## src/rtl/mul_seq.sv

```systemverilog
// mul_seq: sequential unsigned shift-add multiplier.
// Two N-bit operands are captured on a start request. One partial product is
// folded in per clock over N clocks, and the full 2N-bit product is returned
// as rslt_hi:rslt. A one-cycle done pulse marks each completion.
//
// Handshake: start is sampled only when the block is not iterating, which
// means state IDLE or DONE. start is ignored while busy=1 and is not queued.
// done is high for exactly one cycle. In that cycle rslt/rslt_hi already hold
// the new product, and they keep it until the next completion. busy and done
// are never high together.
module mul_seq #(
  parameter int N = 16
) (
  input  logic         clk,
  input  logic         rst,
  input  logic         start,
  input  logic [N-1:0] input1,
  input  logic [N-1:0] input2,
  output logic         busy,
  output logic         done,
  output logic [N-1:0] rslt,
  output logic [N-1:0] rslt_hi,
  output logic [1:0]   state_o
);

  localparam int CW = (N > 1) ? $clog2(N) : 1;

  typedef enum logic [1:0] {
    IDLE = 2'd0,
    RUN  = 2'd1,
    DONE = 2'd2
  } state_t;

  state_t        state_q;
  logic [N-1:0]  mcand_q;
  logic [N-1:0]  mplier_q;
  logic [N:0]    acc_q;
  logic [CW-1:0] cnt_q;
  logic          busy_q;
  logic          done_q;
  logic [N-1:0]  rslt_q;
  logic [N-1:0]  rslt_hi_q;

  logic [N:0]    sum_d;
  logic [N:0]    acc_d;
  logic [N-1:0]  mplier_d;
  logic          last_d;

  // One shift-add step: add the multiplicand when the current multiplier LSB
  // is set, then shift {sum, mplier} right by one. The N+1 bit accumulator
  // keeps the carry out of the add.
  always_comb begin
    sum_d    = acc_q + (mplier_q[0] ? {1'b0, mcand_q} : {(N+1){1'b0}});
    acc_d    = {1'b0, sum_d[N:1]};
    mplier_d = {sum_d[0], mplier_q[N-1:1]};
    last_d   = (cnt_q == CW'(N - 1));
  end

  // Control FSM and datapath registers. All outputs are registered here.
  always_ff @(posedge clk) begin
    if (rst) begin
      state_q   <= IDLE;
      mcand_q   <= '0;
      mplier_q  <= '0;
      acc_q     <= '0;
      cnt_q     <= '0;
      busy_q    <= 1'b0;
      done_q    <= 1'b0;
      rslt_q    <= '0;
      rslt_hi_q <= '0;
    end else begin
      case (state_q)
        IDLE: begin
          done_q <= 1'b0;
          if (start) begin
            mcand_q  <= input1;
            mplier_q <= input2;
            acc_q    <= '0;
            cnt_q    <= '0;
            busy_q   <= 1'b1;
            state_q  <= RUN;
          end
        end
        RUN: begin
          acc_q    <= acc_d;
          mplier_q <= mplier_d;
          cnt_q    <= cnt_q + CW'(1);
          if (last_d) begin
            // After the final shift, the accumulator holds the high half and
            // the multiplier register holds the low half.
            rslt_hi_q <= acc_d[N-1:0];
            rslt_q    <= mplier_d;
            busy_q    <= 1'b0;
            done_q    <= 1'b1;
            state_q   <= DONE;
          end
        end
        DONE: begin
          done_q <= 1'b0;
          if (start) begin
            // Accepting here skips the IDLE cycle during back-to-back use.
            mcand_q  <= input1;
            mplier_q <= input2;
            acc_q    <= '0;
            cnt_q    <= '0;
            busy_q   <= 1'b1;
            state_q  <= RUN;
          end else begin
            state_q <= IDLE;
          end
        end
        default: begin
          busy_q  <= 1'b0;
          done_q  <= 1'b0;
          state_q <= IDLE;
        end
      endcase
    end
  end

  assign busy    = busy_q;
  assign done    = done_q;
  assign rslt    = rslt_q;
  assign rslt_hi = rslt_hi_q;
  assign state_o = state_q;

endmodule

```

## config.mk

```make
export PLATFORM = sky130hd
export DESIGN_NAME = mul_seq
export DESIGN_NICKNAME = d
export VERILOG_FILES = /design/src/rtl/mul_seq.sv
export SDC_FILE = /design/constraint.sdc
export NUM_CORES = 1
export LEC_CHECK = 0
export BUFFER_PORTS_ARGS = -buffer_cell sky130_fd_sc_hd__buf_2
export CORE_ASPECT_RATIO = 0.9
export CORE_MARGIN = 4
export CORE_UTILIZATION = 50
export DETAILED_ROUTE_END_ITERATION = 6
export GPL_TIMING_DRIVEN = 0
export PLACE_DENSITY = 0.78
export RECOVER_POWER = 25
export SLEW_MARGIN = 10
export SYNTH_ARGS = -nofsm -noshare
export SYNTH_HDL_FRONTEND = slang
export SYNTH_SLANG_ARGS = --single-unit
```

## constraint.sdc

```tcl
create_clock -name clk -period 2.64 [get_ports clk]
set_clock_uncertainty 0.05 [all_clocks]
set_input_delay 0.132 -clock clk [delete_from_list [all_inputs] [get_ports clk]]
set_output_delay 0.132 -clock clk [all_outputs]
set_load 0.05 [all_outputs]
```

### After elaboration in Yosys (flattened, before gate mapping)

Cells that the tools add are included.

* add/sub/neg operators: 2
* equal/unequal tests: 6
* muxes and demuxes: 14
* bitwise operators: 1
* reductions and logical operators: 9

Operators with widths (number)
* $pmux 17 s2: 1
* $mux 16: 2
* $pmux 16 s2: 1
* $add 17x16->17: 1
* $mux 17: 1
* $reduce_and 2->1: 5
* $pmux 4 s2: 1
* $pmux 2 s3: 1
* $add 4x1->4 const B: 1
* $eq 4x4->1 const B: 1
* $mux 2: 2
* $mux 4: 1
* $ne 2x2->1 const B: 2
* $reduce_or 2->1: 2
* $mux 1: 3
* $eq 2x1->1 const B: 1
* $eq 2x2->1 const B: 1
* $logic_not 2->1: 1
* $ne 2x1->1 const B: 1
* $pmux 1 s2: 1
* $reduce_bool 2->1: 1
* $not 1->1: 1

* register bits after elaboration: 89
* input port bits: 35
* output and inout port bits: 36
* logic and storage cells: 41

### Logic depth before layout (Yosys ltp)

* depth in word-level cells: 4
* depth in mapped cells: 9
* gate-level depth less buffers: 8

### Worst setup path after synthesis

No wires, ideal clock.

* path type: reg2reg
* start point: register mplier_q[0]
* end point: register acc_q[11]
* setup time: 122 ps
* arrival time: 2099 ps
* required time: 2468 ps
* slack: 368 ps
* cell stages (with the launch flop): 10
* buffers on the path: 1
* period minus slack after synthesis: 2272 ps
* path through: dfxtp_1 clkbuf_1 and2_1 ha_1 fa_1 a21oi_1 o211ai_1 a31oi_1 xor2_1 o21ai_0

* longest elaborated chain between the ends: 3

Ends and longest elaborated chain
* start, declared: RTL line 36 `logic [N-1:0] mplier_q;`
* start signal, assigned: RTL line 77 `mplier_q <= input2;`
* start signal, assigned: RTL line 86 `mplier_q <= mplier_d;`
* start signal, assigned: RTL line 103 `mplier_q <= input2;`
* $mux 16: RTL line 53 `sum_d = acc_q + (mplier_q[0] ? {1'b0, mcand_q} : {(N+1){1'b0}});`
* $add 17x16->17: RTL line 53
* $pmux 17 s2: RTL line 72 `case (state_q)`
* end signal, assigned: RTL line 65 `acc_q <= '0;`
* end signal, assigned: RTL line 78 `acc_q <= '0;`
* end signal, assigned: RTL line 85 `acc_q <= acc_d;`
* end, declared: RTL line 37 `logic [N:0] acc_q;`

No other way between the ends.
A chain may end at the register's enable or synchronous reset.

### Worst setup path after layout

* start point: register mplier_q[0]
* end point: register rslt_hi_q[11], in the netlist rslt_hi[11]

* longest elaborated chain between the ends: 2

Ends and longest elaborated chain
* $mux 16: RTL line 53
* $add 17x16->17: RTL line 53
* end signal, assigned: RTL line 91 `rslt_hi_q <= acc_d[N-1:0];`
* end, declared: RTL line 42 `logic [N-1:0] rslt_hi_q;`

No other way between the ends.

==> impl_results.md <==
* Status: complete, no violations
* CTS clock-pin slew for the worst setup and hold paths at about 0.09 ns
* Post-synth EDFFs at 0
* Final hold violations at 0
* R2r setup slk at about 0.24 ns
* Period minus WS final at 2.395 ns
* Reg2reg end: rslt_hi[11]
* Synthesized-area fraction occupied by and/or/nand/nor cells at between 20% and 30%
* Final core occ at 62.43%
* Relative slew slack at between 50% and 60%
* Bufs and invs on worst path at 0
* Top FF cell, synth: dfxtp_1
* Slowest stage cell, crit path: dfxtp_2
* Deepest clock path buffer count at 2
* Syn nets at around 550
* Family with the most delay on the worst path: simple AND/OR/NAND/NOR gates
* Antenna violations before repair at 0
* Final max-slew violation count at 0
* Sequential area share after synthesis at 41.87%
* Max_cap viols at 0
* F_max at roughly 420 MHz
* Mean post-synth cell area at 8.399 um^2
* Reg2reg start: mplier_q[0]
* Cell Pwr Density at about 530 nW/um^2
* Drt wl/cell at around 16 um
* Worst skew pair latency at around 0.37 ns
* DP Area at 4682 um^2
* GP Congestion at 0.9068
* Final Power at ~2700 uW
* Nets at between 600 and 700
* Post-route cell area at between 5000 and 6000 um^2
* Area leader, netlist: dfxtp_1
* Hold Slack at around 0.048 ns
* Post-Synth XOR/XNOR Area at approximately 1.9%
* Iter 0 DRT Violations at roughly 240
* Diode count at 0
* Post-detailed-route count of antenna-violating nets at 0
* H-tree depth at 3
* Layout cell share with drive strength beyond 1 at 15.09%
* Vias at between 4k and 5k
* Total track usage at a little under a quarter
* Worst path required time at between 2 and 3 ns
* TritonCTS clock tree: yes
* PortBufs at 70
* Area Overhead vs Synth at 20.28%
* Most common cell after layout, fill and taps aside: nand2_1
* Ys async rst share at 0%
* Num rows at 31
* Final Non-Filler Cells at 702
* YS warnings at 0
* Synth top area share at between 40% and 50%
* Largest family of logic cells by synthesized area: simple AND/OR/NAND/NOR gates
* Cells after synthesis at 501
* Synth Area in Compound Gates at 20.22%
* First-pass GRT wire length at about 19,000 um
* Kind of start point of the critical path: flip-flop
* R2R depth at 8
* Post-Syn Area at between 4000 and 5000 um^2
* Die Wd at roughly 100 um
* Initial Utilization at 51.91%
* Critical path peak fanout at 17
* Worst setup EP type: flip-flop
* Hold Crit Start: input2[4]
* Main area contributors after synthesis: dfxtp_1 (42%), nand2_1 (8.2%), a21oi_1 (6.9%)
* Dpl cells at 670
* Sink Count at about 90
* Drt drc at 0
* Synthesis-stage register bit count at 88
* Largest net degree at the start of global routing at 16
* CP Cell Sequence: and2_1 -> ha_1 -> fa_2 -> a21oi_4 -> o211ai_1 -> a31oi_2 -> or4_1 -> nand3_1
* Most frequent cells in the layout: nand2_1 (92), dfxtp_1 (87), a21oi_1 (56)
* Worst min path class: input port to flip-flop
* Worst vdd ir at 0.4010 mV
* Crit share post-route at about nine tenths
* Mux contribution to synthesized area at under 10%
* Count of cell types in the netlist at slightly below 60
* RSZ-0062 raised after global routing: false
* HPWL Detailed at roughly 8400 um
* Number of global-route vias before repair at around 3.8k
* Hold Path Cell Cnt at 3
* Ports at 71
* Final setup vio count at 0
* Area share of fa/ha/maj cells after synthesis at approximately 5.5%
* Crit path kind: flip-flop to flip-flop
* Root Buffer: clkbuf_8
* Die outline height at between 90 and 100 um
* Hold endpoint: mplier_q[4]
* Arrival @ worst endpoint at roughly 2.7 ns
* TritonCTS buffer count at 9
* DIE AREA at 9950 um^2
* Routed WL at between 10,000 and 15,000 um
* Vias per cell at 5.732
* Least-Margin Pin Slew at 0.6159 ns
* TritonRoute pass-1 iters at 5
* Max incr delay on CP at about 0.5 ns
* LEAKAGE at between 0.002 and 0.0025 uW
* Gr ovfl total at 0
* Core Box Area at approximately 8100 um^2
[tightest hold or removal path: cells and delay by family]
kind,cells,cell delay (ns)
AO/OA/AOI/OAI,1,0.08
multiplexers,1,0.11
buffers and inverters,1,0.10
[sequential cells by signal, summed over array words and instances (netlist names)]
register and flops:
mcand_q 16, rslt_hi 16, rslt 16, state_o 2, acc_q 16, cnt_q 4, busy 1, mplier_q 16
done 1
[repair_timing]
| item | in CTS | in global routing |
|---|---|---|
| setup endpoints to repair | 7 | 12 |
| resized for setup | 5 | 4 |
| buffers inserted | 0 | 1 |
| hold endpoints to repair | 16 | 0 |
| pin swaps | 0 | 2 |
| hold buffers | 16 | 0 |
[power by group]
part	internal, uW	switching [uW]
Clock	494	501
Sequential	1380	39.5
Combinational	118	177
Total	1990	718
[area by class of cell]
| type | instances | area, um^2 |
|---|---|---|
| inverters | 6 | 22.52 |
| well taps | 99 | 123.9 |
| multi-input cells | 375 | 2317 |
| clock buffers | 11 | 151.4 |
| plain buffers | 31 | 141.4 |
| repair buffers | 87 | 479.2 |
| flip-flops and latches | 88 | 1763 |
| clock inverters | 5 | 62.56 |
| fillers | 721 | 3045 |
[how the worst max path moves through the flow]
stage / slack [ns] / depth (start not counted) / end / start
3_3_place_gp: -0.07 / 9 / rslt_hi[15] / mplier_q[0]
5_1_grt: 0.1 / 8 / rslt_hi[11] / mplier_q[0]
4_1_cts: 0.04 / 9 / rslt_hi[7] / mplier_q[0]
2_1_floorplan: 0.37 / 9 / acc_q[11] / mplier_q[0]
6_report: 0.24 / 8 / rslt_hi[11] / mplier_q[0]
3_5_place_dp: -0.09 / 9 / rslt_hi[15] / mplier_q[0]
[routing by layer]
layer  wire, um  share of wire (%)  vias to the layer above  track usage [%]
met5          0                  0                        -                0
met3        738                6.5                       21            5.213
met2       5194                 45                      136            38.23
met4        265                2.3                        0            8.197
met1       5220                 46                     1912            31.30
li1           -                  -                     1955                -
[synthesized netlist by cell type, types with 13 or more instances]
cell / count
mux2i_1: 18
ha_1: 17
a21oi_1: 58
a211oi_1: 18
and2_1: 17
clkbuf_1: 13
o21ai_0: 13
nand3_1: 15
nand2_1: 92
buf_2: 13
dfxtp_1: 88
nor2_1: 44
[metrics by stage]
stage	setup TNS [ns]	setup slack, ns
floorplan	0	0.3684
global placement	-0.2504	-0.06839
detailed placement	-0.3198	-0.08569
CTS	0	0.03660
global route	0	0.09966
finish	0	0.2448
[cell families after synthesis]
| logic type | after synthesis |
|---|---|
| fa+ha+maj | 18 |
| simple gates | 200 |
| xor+xnor | 9 |
| buf+inv | 38 |
| compound gates | 130 |
| mux | 18 |
| flops | 88 |
No activity file was read; power rests on OpenSTA's default activity.
